--- config.mk ---
export PLATFORM = sky130hd
export DESIGN_NAME = blk_match_sad_flat
export DESIGN_NICKNAME = d
export VERILOG_FILES = /design/src/rtl/blk_match_sad_pkg.sv /design/src/rtl/blk_match_sad_if.sv /design/src/rtl/blk_match_sad_sad16.sv /design/src/rtl/blk_match_sad.sv /design/src/flat_wrapper.sv
export SDC_FILE = /design/constraint.sdc
export NUM_CORES = 2
export LEC_CHECK = 0
export CAP_MARGIN = 20
export CORE_AREA = 2 2 301 303
export DETAILED_ROUTE_END_ITERATION = 12
export DIE_AREA = 0 0 303 305
export PLACE_DENSITY = 0.75
export SYNTH_ARGS = -nofsm -noshare
export SYNTH_HDL_FRONTEND = slang
export SYNTH_HIERARCHICAL = 1
export SYNTH_SLANG_ARGS = --single-unit
--- constraint.sdc ---
create_clock -name clk -period 15.3 [get_ports clk]
set_input_delay 3.825 -clock clk [delete_from_list [all_inputs] [get_ports clk]]
set_output_delay 3.825 -clock clk [all_outputs]
set_load 0.01 [all_outputs]
--- src/rtl/blk_match_sad_pkg.sv ---
// Shared constants, FSM encoding and pixel helper for the block-matching SAD stage.
// Geometry is fixed: 4x4 reference block inside a 7x7 search window.
package blk_match_pkg;

    localparam int PIX_W  = 8;
    localparam int REF_N  = 4;
    localparam int SRCH_N = 7;
    localparam int NCAND  = (SRCH_N - REF_N + 1) * (SRCH_N - REF_N + 1);
    localparam int SAD_W  = 12;

    typedef enum logic [1:0] {
        IDLE = 2'd0,
        LOAD = 2'd1,
        CALC = 2'd2,
        DONE = 2'd3
    } match_st_t;

    function automatic logic [PIX_W-1:0] abs_diff(input logic [PIX_W-1:0] a,
                                                  input logic [PIX_W-1:0] b);
        logic [PIX_W-1:0] d_s;
        if (a >= b) begin
            d_s = a - b;
        end else begin
            d_s = b - a;
        end
        return d_s;
    endfunction

endpackage

--- src/rtl/blk_match_sad_if.sv ---
// Column-beat input bus and match-result bus of the block-matching stage.
interface blk_match_sad_if;
    import blk_match_pkg::*;

    logic             blk_ext_vsync;
    logic             ref_vld;
    logic [PIX_W-1:0] ref0, ref1, ref2, ref3;
    logic             srch_vld;
    logic [PIX_W-1:0] srch0, srch1, srch2, srch3, srch4, srch5, srch6;
    logic             busy;
    logic             drop_err;
    logic             match_vld;
    logic [SAD_W-1:0] min_sad;
    logic [1:0]       best_dx;
    logic [1:0]       best_dy;

    modport master (
        output blk_ext_vsync, ref_vld, ref0, ref1, ref2, ref3,
               srch_vld, srch0, srch1, srch2, srch3, srch4, srch5, srch6,
        input  busy, drop_err, match_vld, min_sad, best_dx, best_dy
    );

    modport slave (
        input  blk_ext_vsync, ref_vld, ref0, ref1, ref2, ref3,
               srch_vld, srch0, srch1, srch2, srch3, srch4, srch5, srch6,
        output busy, drop_err, match_vld, min_sad, best_dx, best_dy
    );

endinterface

--- src/rtl/blk_match_sad_sad16.sv ---
// Combinational SAD of sixteen 8-bit pixel pairs: absolute differences
// feeding a four-level widening adder tree, so the 12-bit sum cannot overflow.
module sad16
    import blk_match_pkg::*;
(
    input  logic [15:0][PIX_W-1:0] pix_a,
    input  logic [15:0][PIX_W-1:0] pix_b,
    output logic [SAD_W-1:0]       sad
);

    logic [15:0][PIX_W-1:0] ad_s;
    logic [7:0][PIX_W:0]    l1_s;
    logic [3:0][PIX_W+1:0]  l2_s;
    logic [1:0][PIX_W+2:0]  l3_s;

    // Absolute differences, then pairwise sums growing one bit per level.
    always_comb begin
        for (int i = 0; i < 16; i++) begin
            ad_s[i] = abs_diff(pix_a[i], pix_b[i]);
        end
        for (int i = 0; i < 8; i++) begin
            l1_s[i] = {1'b0, ad_s[2*i]} + {1'b0, ad_s[2*i+1]};
        end
        for (int i = 0; i < 4; i++) begin
            l2_s[i] = {1'b0, l1_s[2*i]} + {1'b0, l1_s[2*i+1]};
        end
        for (int i = 0; i < 2; i++) begin
            l3_s[i] = {1'b0, l2_s[2*i]} + {1'b0, l2_s[2*i+1]};
        end
        sad = {1'b0, l3_s[0]} + {1'b0, l3_s[1]};
    end

endmodule

--- src/rtl/blk_match_sad.sv ---
// Collects a 4x4 reference block and 7x7 search window, scans the 16 candidate
// positions one per cycle and reports the lowest SAD (earliest candidate on ties).
module blk_match_sad
    import blk_match_pkg::*;
(
    input  logic           clk,
    input  logic           rst_n,
    blk_match_sad_if.slave bus
);

    match_st_t              state_r, state_nxt_s;
    logic [2:0]             ref_cnt_r, srch_cnt_r, ref_cnt_nxt_s, srch_cnt_nxt_s;
    logic [3:0]             cand_r;
    logic [PIX_W-1:0]       ref_r [REF_N][REF_N];
    logic [PIX_W-1:0]       win_r [SRCH_N][SRCH_N];
    logic [PIX_W-1:0]       ref_col_s [REF_N];
    logic [PIX_W-1:0]       srch_col_s [SRCH_N];
    logic                   loading_s, ref_ok_s, srch_ok_s, full_s, take_s;
    logic [15:0][PIX_W-1:0] cand_a_s, cand_b_s;
    logic [SAD_W-1:0]       sad_s, min_r, best_sad_s, min_sad_r;
    logic [3:0]             arg_r, best_k_s;
    logic                   busy_r, match_vld_r;
    logic [1:0]             best_dx_r, best_dy_r;

    assign ref_col_s  = '{bus.ref0, bus.ref1, bus.ref2, bus.ref3};
    assign srch_col_s = '{bus.srch0, bus.srch1, bus.srch2, bus.srch3,
                          bus.srch4, bus.srch5, bus.srch6};

    // Beat acceptance; a frame sync silently discards anything in its cycle.
    always_comb begin
        loading_s      = (state_r == IDLE) || (state_r == LOAD);
        ref_ok_s       = bus.ref_vld && loading_s && (ref_cnt_r < 3'(REF_N)) && !bus.blk_ext_vsync;
        srch_ok_s      = bus.srch_vld && loading_s && (srch_cnt_r < 3'(SRCH_N)) && !bus.blk_ext_vsync;
        ref_cnt_nxt_s  = ref_cnt_r + {2'b00, ref_ok_s};
        srch_cnt_nxt_s = srch_cnt_r + {2'b00, srch_ok_s};
        full_s         = (ref_cnt_nxt_s == 3'(REF_N)) && (srch_cnt_nxt_s == 3'(SRCH_N));
    end

    assign bus.drop_err = !bus.blk_ext_vsync &&
                          ((bus.ref_vld && !ref_ok_s) || (bus.srch_vld && !srch_ok_s));

    // Next-state logic; the last beat moves straight into the candidate scan.
    always_comb begin
        state_nxt_s = state_r;
        if (bus.blk_ext_vsync) begin
            state_nxt_s = IDLE;
        end else begin
            case (state_r)
                IDLE: begin
                    if (full_s)                      state_nxt_s = CALC;
                    else if (ref_ok_s || srch_ok_s)  state_nxt_s = LOAD;
                    else                             state_nxt_s = IDLE;
                end
                LOAD: begin
                    if (full_s) state_nxt_s = CALC;
                    else        state_nxt_s = LOAD;
                end
                CALC: begin
                    if (cand_r == 4'(NCAND - 1)) state_nxt_s = DONE;
                    else                         state_nxt_s = CALC;
                end
                DONE:    state_nxt_s = IDLE;
                default: state_nxt_s = IDLE;
            endcase
        end
    end

    // Candidate k = dy*4 + dx selects the 4x4 window at row dy, column dx.
    always_comb begin
        for (int r = 0; r < REF_N; r++) begin
            for (int c = 0; c < REF_N; c++) begin
                cand_a_s[r*REF_N + c] = ref_r[r][c];
                cand_b_s[r*REF_N + c] = win_r[3'(cand_r[3:2]) + 3'(r)][3'(cand_r[1:0]) + 3'(c)];
            end
        end
    end

    sad16 u_sad16 (
        .pix_a (cand_a_s),
        .pix_b (cand_b_s),
        .sad   (sad_s)
    );

    // Running minimum: first candidate always loads, later ones only if strictly smaller.
    always_comb begin
        take_s = (cand_r == 4'd0) || (sad_s < min_r);
        if (take_s) begin
            best_sad_s = sad_s;
            best_k_s   = cand_r;
        end else begin
            best_sad_s = min_r;
            best_k_s   = arg_r;
        end
    end

    // FSM state, beat counters and candidate index.
    always_ff @(posedge clk or negedge rst_n) begin
        if (!rst_n) begin
            state_r    <= IDLE;
            ref_cnt_r  <= 3'd0;
            srch_cnt_r <= 3'd0;
            cand_r     <= 4'd0;
        end else begin
            state_r <= state_nxt_s;
            if (bus.blk_ext_vsync || (state_r == DONE)) begin
                ref_cnt_r  <= 3'd0;
                srch_cnt_r <= 3'd0;
            end else begin
                ref_cnt_r  <= ref_cnt_nxt_s;
                srch_cnt_r <= srch_cnt_nxt_s;
            end
            if ((state_r == CALC) && !bus.blk_ext_vsync) begin
                cand_r <= cand_r + 4'd1;
            end else begin
                cand_r <= 4'd0;
            end
        end
    end

    // Pixel storage: column j of each block lands at its beat count.
    always_ff @(posedge clk) begin
        if (ref_ok_s) begin
            for (int r = 0; r < REF_N; r++) begin
                ref_r[r][ref_cnt_r[1:0]] <= ref_col_s[r];
            end
        end
        if (srch_ok_s) begin
            for (int r = 0; r < SRCH_N; r++) begin
                win_r[r][srch_cnt_r] <= srch_col_s[r];
            end
        end
    end

    // Min/argmin tracking and registered result outputs.
    always_ff @(posedge clk or negedge rst_n) begin
        if (!rst_n) begin
            min_r       <= 12'd0;
            arg_r       <= 4'd0;
            busy_r      <= 1'b0;
            match_vld_r <= 1'b0;
            min_sad_r   <= 12'd0;
            best_dx_r   <= 2'd0;
            best_dy_r   <= 2'd0;
        end else begin
            busy_r      <= (state_nxt_s == CALC) || (state_nxt_s == DONE);
            match_vld_r <= 1'b0;
            if ((state_r == CALC) && !bus.blk_ext_vsync) begin
                min_r <= best_sad_s;
                arg_r <= best_k_s;
                if (cand_r == 4'(NCAND - 1)) begin
                    match_vld_r <= 1'b1;
                    min_sad_r   <= best_sad_s;
                    best_dx_r   <= best_k_s[1:0];
                    best_dy_r   <= best_k_s[3:2];
                end
            end
        end
    end

    assign bus.busy      = busy_r;
    assign bus.match_vld = match_vld_r;
    assign bus.min_sad   = min_sad_r;
    assign bus.best_dx   = best_dx_r;
    assign bus.best_dy   = best_dy_r;

endmodule
--- src/flat_wrapper.sv ---
// flat-port wrapper written by rule: the top's interface ports become plain ports
module blk_match_sad_flat import blk_match_pkg::*;
  (clk, rst_n, bus_blk_ext_vsync, bus_ref_vld, bus_ref0, bus_ref1, bus_ref2, bus_ref3, bus_srch_vld, bus_srch0, bus_srch1, bus_srch2, bus_srch3, bus_srch4, bus_srch5, bus_srch6, bus_busy, bus_drop_err, bus_match_vld, bus_min_sad, bus_best_dx, bus_best_dy);
  blk_match_sad_if bus_i ();
  input  logic clk;
  input  logic rst_n;
  input wire logic [$bits(bus_i.blk_ext_vsync)-1:0] bus_blk_ext_vsync;
  input wire logic [$bits(bus_i.ref_vld)-1:0] bus_ref_vld;
  input wire logic [$bits(bus_i.ref0)-1:0] bus_ref0;
  input wire logic [$bits(bus_i.ref1)-1:0] bus_ref1;
  input wire logic [$bits(bus_i.ref2)-1:0] bus_ref2;
  input wire logic [$bits(bus_i.ref3)-1:0] bus_ref3;
  input wire logic [$bits(bus_i.srch_vld)-1:0] bus_srch_vld;
  input wire logic [$bits(bus_i.srch0)-1:0] bus_srch0;
  input wire logic [$bits(bus_i.srch1)-1:0] bus_srch1;
  input wire logic [$bits(bus_i.srch2)-1:0] bus_srch2;
  input wire logic [$bits(bus_i.srch3)-1:0] bus_srch3;
  input wire logic [$bits(bus_i.srch4)-1:0] bus_srch4;
  input wire logic [$bits(bus_i.srch5)-1:0] bus_srch5;
  input wire logic [$bits(bus_i.srch6)-1:0] bus_srch6;
  output wire logic [$bits(bus_i.busy)-1:0] bus_busy;
  output wire logic [$bits(bus_i.drop_err)-1:0] bus_drop_err;
  output wire logic [$bits(bus_i.match_vld)-1:0] bus_match_vld;
  output wire logic [$bits(bus_i.min_sad)-1:0] bus_min_sad;
  output wire logic [$bits(bus_i.best_dx)-1:0] bus_best_dx;
  output wire logic [$bits(bus_i.best_dy)-1:0] bus_best_dy;
  assign bus_i.blk_ext_vsync = bus_blk_ext_vsync;
  assign bus_i.ref_vld = bus_ref_vld;
  assign bus_i.ref0 = bus_ref0;
  assign bus_i.ref1 = bus_ref1;
  assign bus_i.ref2 = bus_ref2;
  assign bus_i.ref3 = bus_ref3;
  assign bus_i.srch_vld = bus_srch_vld;
  assign bus_i.srch0 = bus_srch0;
  assign bus_i.srch1 = bus_srch1;
  assign bus_i.srch2 = bus_srch2;
  assign bus_i.srch3 = bus_srch3;
  assign bus_i.srch4 = bus_srch4;
  assign bus_i.srch5 = bus_srch5;
  assign bus_i.srch6 = bus_srch6;
  assign bus_busy = bus_i.busy;
  assign bus_drop_err = bus_i.drop_err;
  assign bus_match_vld = bus_i.match_vld;
  assign bus_min_sad = bus_i.min_sad;
  assign bus_best_dx = bus_i.best_dx;
  assign bus_best_dy = bus_i.best_dy;
  blk_match_sad u_core (.clk(clk), .rst_n(rst_n), .bus(bus_i));
endmodule
# [After elaboration in Yosys (flattened, before gate mapping)]
# Memories as Yosys holds them, arrays and structs flattened.
# Cells that the tools add are included.
[op_classes] addsub=56 magnitude_cmp=27 n_eq_ne=8 mux=85 bitwise=6 n_reduce_logical=25
[op_table] op="2-to-1 mux 8 bit" count=50
[op_table] op="binary-select mux 8 bit (select 3 bit)" count=16
[op_table] op="subtractor 8 bit" count=32
[op_table] op="greater-or-equal comparator 8 bit" count=16
[op_table] op="adder 8 x 8 -> 9 bit" count=8
[op_table] op="2-to-1 mux 56 bit" count=1
[op_table] op="adder 9 x 9 -> 10 bit" count=4
[op_table] op="2-to-1 mux 32 bit" count=1
[op_table] op="demux 8 bit (select 3 bit)" count=1
[op_table] op="adder 10 x 10 -> 11 bit" count=2
[op_table] op="greater-or-equal comparator 4 bit, second input constant" count=5
[op_table] op="demux 8 bit (select 2 bit)" count=1
[op_table] op="inverter 3 -> 4 bit" count=4
[op_table] op="logical AND 1 bit" count=13
[op_table] op="adder 11 x 11 -> 12 bit" count=1
[op_table] op="adder 2 x 2 -> 3 bit, second input constant" count=4
[op_table] op="less-than comparator 12 bit" count=1
[op_table] op="2-to-1 mux 12 bit" count=1
[op_table] op="== test 2 bit, second input constant" count=4
[op_table] op="2-to-1 mux 4 bit" count=2
[op_table] op="case mux 2 bit (4 select lines)" count=1
[op_table] op="adder 2 x 1 -> 3 bit, second input constant" count=2
[op_table] op="adder 3 x 1 -> 3 bit" count=2
[op_table] op="== test 3 bit, second input constant" count=2
[op_table] op="other kinds (17)" count=33
[totals] regBits=46 ram_bits=520 inputBits=93 word_cells=220 memories=2
[mem_list] name="u_core.win_r" words=7 width=56 rd=4 rd_clocked_by_memory_dff=0 wr=7 line_no="blk_match_sad.sv:15" text="logic [PIX_W-1:0] win_r [SRCH_N][SRCH_N];"
[mem_list] name="u_core.ref_r" words=4 width=32 rd=4 rd_clocked_by_memory_dff=0 wr=4 line_no="blk_match_sad.sv:14" text="logic [PIX_W-1:0] ref_r [REF_N][REF_N];"

# [Longest topological paths before layout]
[logic_depth] depth_word=14 mapped_depth=54

# [Modules after synthesis]
# Netlist, hierarchy kept.
[modules_own_cells] module="blk_match_sad" n_inst=1 cells_each=2326 area_per_inst_um2=31306.3 seq_area_each_um2=16766.1
[modules_own_cells] module="sad16" n_inst=1 cells_each=1565 area_per_inst_um2=12985.0 seq_area_each_um2=0.0

# [Worst setup path after synthesis]
# Ideal clock, no wire load.
[synth_path] path_type="reg-to-reg" start="register u_core.cand_r[0]" end="register u_core.arg_r[0]" arrival_ps=10806 path_slack_ps=4366 stages_incl_launch_ff=46 n_path_buf=8 path_cell_list="dfrtp_1 clkinv_1 buf_2 clkbuf_1 clkbuf_1 ha_1 buf_2 inv_2 buf_2 mux4_2 ha_1 buf_2 a21oi_2 and2_1 a21oi_1 a211oi_4 mux2i_1 xnor2_1 (+10 left out) ha_1 inv_1 fa_1 nor2b_1 o21ai_0 nand2b_1 a21boi_0 o21ai_0 xor2_1 ha_1 nand2_1 o21ai_0 a22o_1 a31oi_4 and2_1 buf_2 buf_6 mux2_1"
[synth_lines] element="start, declared" line_no="blk_match_sad.sv:13" text="logic [3:0] cand_r;"
[synth_lines] element="start signal, assigned" line_no="blk_match_sad.sv:113" text="cand_r <= cand_r + 4'd1;"
[synth_lines] element="end signal, assigned" line_no="blk_match_sad.sv:149" text="arg_r <= best_k_s;"
[synth_lines] element="end, declared" line_no="blk_match_sad.sv:21" text="logic [3:0] arg_r, best_k_s;"

==> impl_metrics.prom <==
# TYPE chip_impl_metric gauge
chip_impl_info{name="status",value="complete, no violations"} 1
chip_impl_metric{name="ioPinCount",unit=""} 112
chip_impl_metric{name="detailedPlace.worstSlack",unit="ns"} 1.86
chip_impl_info{name="grt_setup_unrepaired",value="no"} 1
chip_impl_metric{name="routed_wire_length_per_instance",unit="um"} 25.8
chip_impl_metric{name="synth.cell_area",unit="um2"} 44300
chip_impl_metric{name="cts_htree_levels",unit=""} 3
chip_impl_metric{name="rows",unit=""} 110
chip_impl_info{name="ys_top_cells_by_area",value="edfxtp_1, mux4_2, ha_1, mux2i_1, fa_1"} 1
chip_impl_metric{name="max-cap-violations",unit=""} 0
chip_impl_metric{name="vias",unit=""} 32400
chip_impl_metric{name="layout.filler_cells",unit=""} 7444
chip_impl_metric{name="maximum_number_of_pins_on_one_net_before_global_route_repair",unit=""} 173
chip_impl_info{name="worst_hold_path_type",value="reg2reg"} 1
chip_impl_metric{name="post_synth_num_cell_types",unit=""} 56
chip_impl_metric{name="drtAntennaViolNets",unit=""} 0
chip_impl_metric{name="chipWidth",unit="um"} 303
chip_impl_metric{name="tightest_slew",unit="ns"} 1.16
chip_impl_metric{name="number_of_buffers_created_by_cts",unit=""} 66
chip_impl_metric{name="synth_top_area_frac",unit=""} 0.353
chip_impl_info{name="layout.cells.most_common",value="edfxtp_1"} 1
chip_impl_metric{name="final_area",unit="um2"} 48300
chip_impl_metric{name="final-hold-violation-count",unit=""} 0
chip_impl_metric{name="grt_util_all_layers",unit=""} 0.285
chip_impl_metric{name="finalMaxSlewViolations",unit=""} 0
chip_impl_metric{name="layout-area-overhead-vs-synth",unit="%"} 9.16
chip_impl_metric{name="post_synth_inst_count",unit=""} 3891
chip_impl_metric{name="async_reset_ff_frac",unit=""} 0.0813
chip_impl_metric{name="critPathMaxStageDelay",unit="ns"} 0.80
chip_impl_metric{name="worst_setup_hold_path_clk_slew",unit="ns"} 0.05
chip_impl_metric{name="report.final.setup_viol",unit=""} 0
chip_impl_metric{name="post-cts-setup-buffers",unit=""} 0
chip_impl_info{name="tritoncts_clock_tree",value="built"} 1
chip_impl_info{name="yosys.area.top_type",value="edfxtp_1"} 1
chip_impl_metric{name="route.detailed.vias_per_inst",unit=""} 6.34
chip_impl_metric{name="routed_wl",unit="mm"} 132
chip_impl_metric{name="critical_path_arrival",unit="ns"} 14.02
chip_impl_info{name="setup.worst_path.end_class",value="flop"} 1
chip_impl_metric{name="post_synthesis_register_bit_count",unit=""} 566
chip_impl_metric{name="layout.cells.non_filler",unit=""} 5117
chip_impl_metric{name="edff_count_synth",unit=""} 520
chip_impl_metric{name="antenna_found_initial",unit=""} 3
chip_impl_metric{name="drt_first_pass_iters",unit=""} 8
chip_impl_info{name="critical_path_class",value="reg2reg"} 1
chip_impl_metric{name="drt_first_iter_violations",unit=""} 3893
chip_impl_metric{name="vias_in_the_first_global_route",unit=""} 31500
chip_impl_metric{name="fin_crit_sh",unit=""} 0.884
chip_impl_metric{name="timing.critical_path.fanout_max",unit=""} 49
chip_impl_metric{name="post_cts_hold_buffer_count",unit=""} 0
chip_impl_metric{name="worst-endpoint-required",unit="ns"} 15.79
chip_impl_info{name="ys.flop_type",value="edfxtp_1"} 1
chip_impl_info{name="cts.root.buffer_cell",value="clkbuf_16"} 1
chip_impl_metric{name="worst_max_slew_margin_expressed_relative_to_the_limit",unit=""} 0.222
chip_impl_metric{name="grt_remaining_overflow",unit=""} 0
chip_impl_metric{name="place.gp.congestion",unit=""} 0.993
chip_impl_metric{name="final_util",unit=""} 0.541
chip_impl_info{name="path_common_cell",value="fa_1"} 1
chip_impl_metric{name="synth_fp_nets",unit=""} 4405
chip_impl_metric{name="synthesis.yosys.warnings",unit=""} 6
chip_impl_metric{name="finalCriticalPeriod",unit="ns"} 13.53
chip_impl_metric{name="post_syn_area_per_cell",unit="um2"} 11.4
chip_impl_metric{name="post_dp_cell_area",unit="um2"} 46200
chip_impl_metric{name="max-vdd-ir-drop",unit="mV"} 0.737
chip_impl_metric{name="clock_insertion_delay_worst_skew",unit="ns"} 0.65
chip_impl_metric{name="cts_buffer_depth",unit=""} 3
chip_impl_metric{name="post-route-drc-count",unit=""} 0
chip_impl_metric{name="max_freq",unit="GHz"} 0.0739
chip_impl_metric{name="numPlacedInstances",unit=""} 4995
chip_impl_metric{name="seq_area_frac_synth",unit=""} 0.379
chip_impl_info{name="cp-start-kind",value="flop"} 1
chip_impl_metric{name="die_y",unit="um"} 305
chip_impl_metric{name="totalPowerFinal",unit="mW"} 8.03
chip_impl_metric{name="final_net_count",unit=""} 4402
chip_impl_metric{name="static-leakage-power",unit="nW"} 19.5
chip_impl_metric{name="die-area",unit="um2"} 92400
chip_impl_metric{name="core",unit="um2"} 89300
chip_impl_metric{name="clock_sinks",unit=""} 566
chip_impl_metric{name="setup_ws",unit="ns"} 1.77
chip_impl_metric{name="fin_skew",unit="ns"} 0.0421
chip_impl_metric{name="buffers_on_ports",unit=""} 111
chip_impl_metric{name="initial_utilization",unit=""} 0.496
chip_impl_metric{name="post_route_cells_drive_above_1_share",unit=""} 0.117
chip_impl_metric{name="detailed_placement_hpwl",unit="mm"} 98.6
chip_impl_metric{name="quantity_of_gates_resized_following_cts",unit=""} 0
chip_impl_metric{name="worst_hold_check_slack",unit="ns"} 0.477
chip_impl_metric{name="grt_first_pass_wirelength",unit="mm"} 197
chip_impl_metric{name="setup-tns-final",unit="ns"} 0
chip_impl_info{name="layout.cells.most_common_list",value="edfxtp_1, nand2_1, inv_1"} 1
chip_impl_metric{name="power_density",unit="nW/um2"} 166
chip_impl_info{name="slowest_stage_cell_on_the_critical_path",value="a21oi_1"} 1
[registers in the layout, indices dropped and copies added (netlist names), 2 cells and up]
name / cells
u_core/arg_r: 4
u_core/bus.best_dx: 2
u_core/bus.best_dy: 2
u_core/bus.min_sad: 12
u_core/cand_r: 4
u_core/min_r: 12
u_core/ref_cnt_r: 3
u_core/ref_r: 128
u_core/srch_cnt_r: 3
u_core/state_r: 2
u_core/win_r: 392
[final timing paths]
path	start	to	slack, ns	cells past startpoint
worst max-delay path	u_core/cand_r[3]$_DFF_PN0_	u_core/min_r[8]$_DFFE_PN0P_	1.77	42
worst min-delay path	u_core/bus.min_sad[7]$_DFFE_PN0P_	u_core/bus.min_sad[7]$_DFFE_PN0P_	0.48	2
worst max register to register	u_core/cand_r[3]$_DFF_PN0_	u_core/min_r[8]$_DFFE_PN0P_	1.77	42
min in group asynchronous	rst_n	u_core/bus.busy$_DFF_PN0_	3.29	2
worst min register to register	u_core/bus.min_sad[7]$_DFFE_PN0P_	u_core/bus.min_sad[7]$_DFFE_PN0P_	0.48	2
max in group asynchronous	rst_n	u_core/cand_r[2]$_DFF_PN0_	11.54	2
[layer usage]
| layer | track usage | routed length, um | vias up |
|---|---|---|---|
| met4 | 0.110 | 5240 | 4 |
| met2 | 0.447 | 61300 | 1899 |
| met1 | 0.384 | 50900 | 16100 |
| met5 | 0 | 29 | - |
| li1 | - | - | 14200 |
| met3 | 0.0654 | 14700 | 330 |
[cell type report]
cell class	count	area, um2	area share
Tap cell	1176	1470	0.0304
Clock buffer	86	1800	0.0372
Antenna cell	3	7.51	0.000155
Multi-Input combinational cell	2682	24900	0.515
Timing Repair Buffer	156	1530	0.0316
Clock inverter	32	303	0.00626
Inverter	416	1570	0.0324
Sequential cell	566	16800	0.347
[cells in the mapped netlist, drive strengths merged (4+ instances only)]
| cell type | count |
|---|---|
| mux4 | 256 |
| nor2b | 12 |
| o21ai | 134 |
| a221o | 4 |
| and4 | 10 |
| clkbuf | 103 |
| a31oi | 47 |
| xor2 | 52 |
| and3 | 7 |
| mux2i | 333 |
| o21bai | 29 |
| o311ai | 9 |
| nand3 | 22 |
| mux2 | 27 |
| buf | 124 |
| edfxtp | 520 |
| fa | 140 |
| nor3 | 39 |
| a22oi | 64 |
| nand2 | 487 |
| a221oi | 14 |
| a21boi | 12 |
| xnor2 | 56 |
| and2 | 38 |
| o31ai | 9 |
| nand3b | 4 |
| o22ai | 48 |
| ha | 281 |
| dfrtp | 46 |
| a21o | 79 |
| nand2b | 8 |
| nor2 | 150 |
| inv | 414 |
| nand4 | 21 |
| a21oi | 214 |
| a211oi | 65 |
[cell families after synthesis]
family | count (synthesis) | share of synthesized area
simple gates | 803 | 0.0767
xor+xnor | 108 | 0.0214
mux | 616 | 0.212
flops | 566 | 0.379
buf+inv | 643 | 0.0616
compound gates | 734 | 0.107
fa+ha+maj | 421 | 0.143
[worst max-delay path, delay by kind of cell (launching register included)]
| family | cells | cell delay, ns |
|---|---|---|
| AO/OA/AOI/OAI | 13 | 3.85 |
| XOR/XNOR | 2 | 0.39 |
| adder cells (fa/ha/maj) | 11 | 5.03 |
| buffers and inverters | 7 | 0.77 |
| flip-flops | 1 | 0.76 |
| multiplexers | 2 | 0.69 |
| AND/OR/NAND/NOR | 7 | 1.82 |
[power breakdown]
part / leakage, nW / switching, mW / internal (mW)
clock network: 1.02 / 0.661 / 0.901
registers: 5.34 / 0.0142 / 1.71
logic: 13.1 / 2.77 / 1.98
total: 19.5 / 3.44 / 4.59
Note: power is estimated with default switching activity, not from simulation.
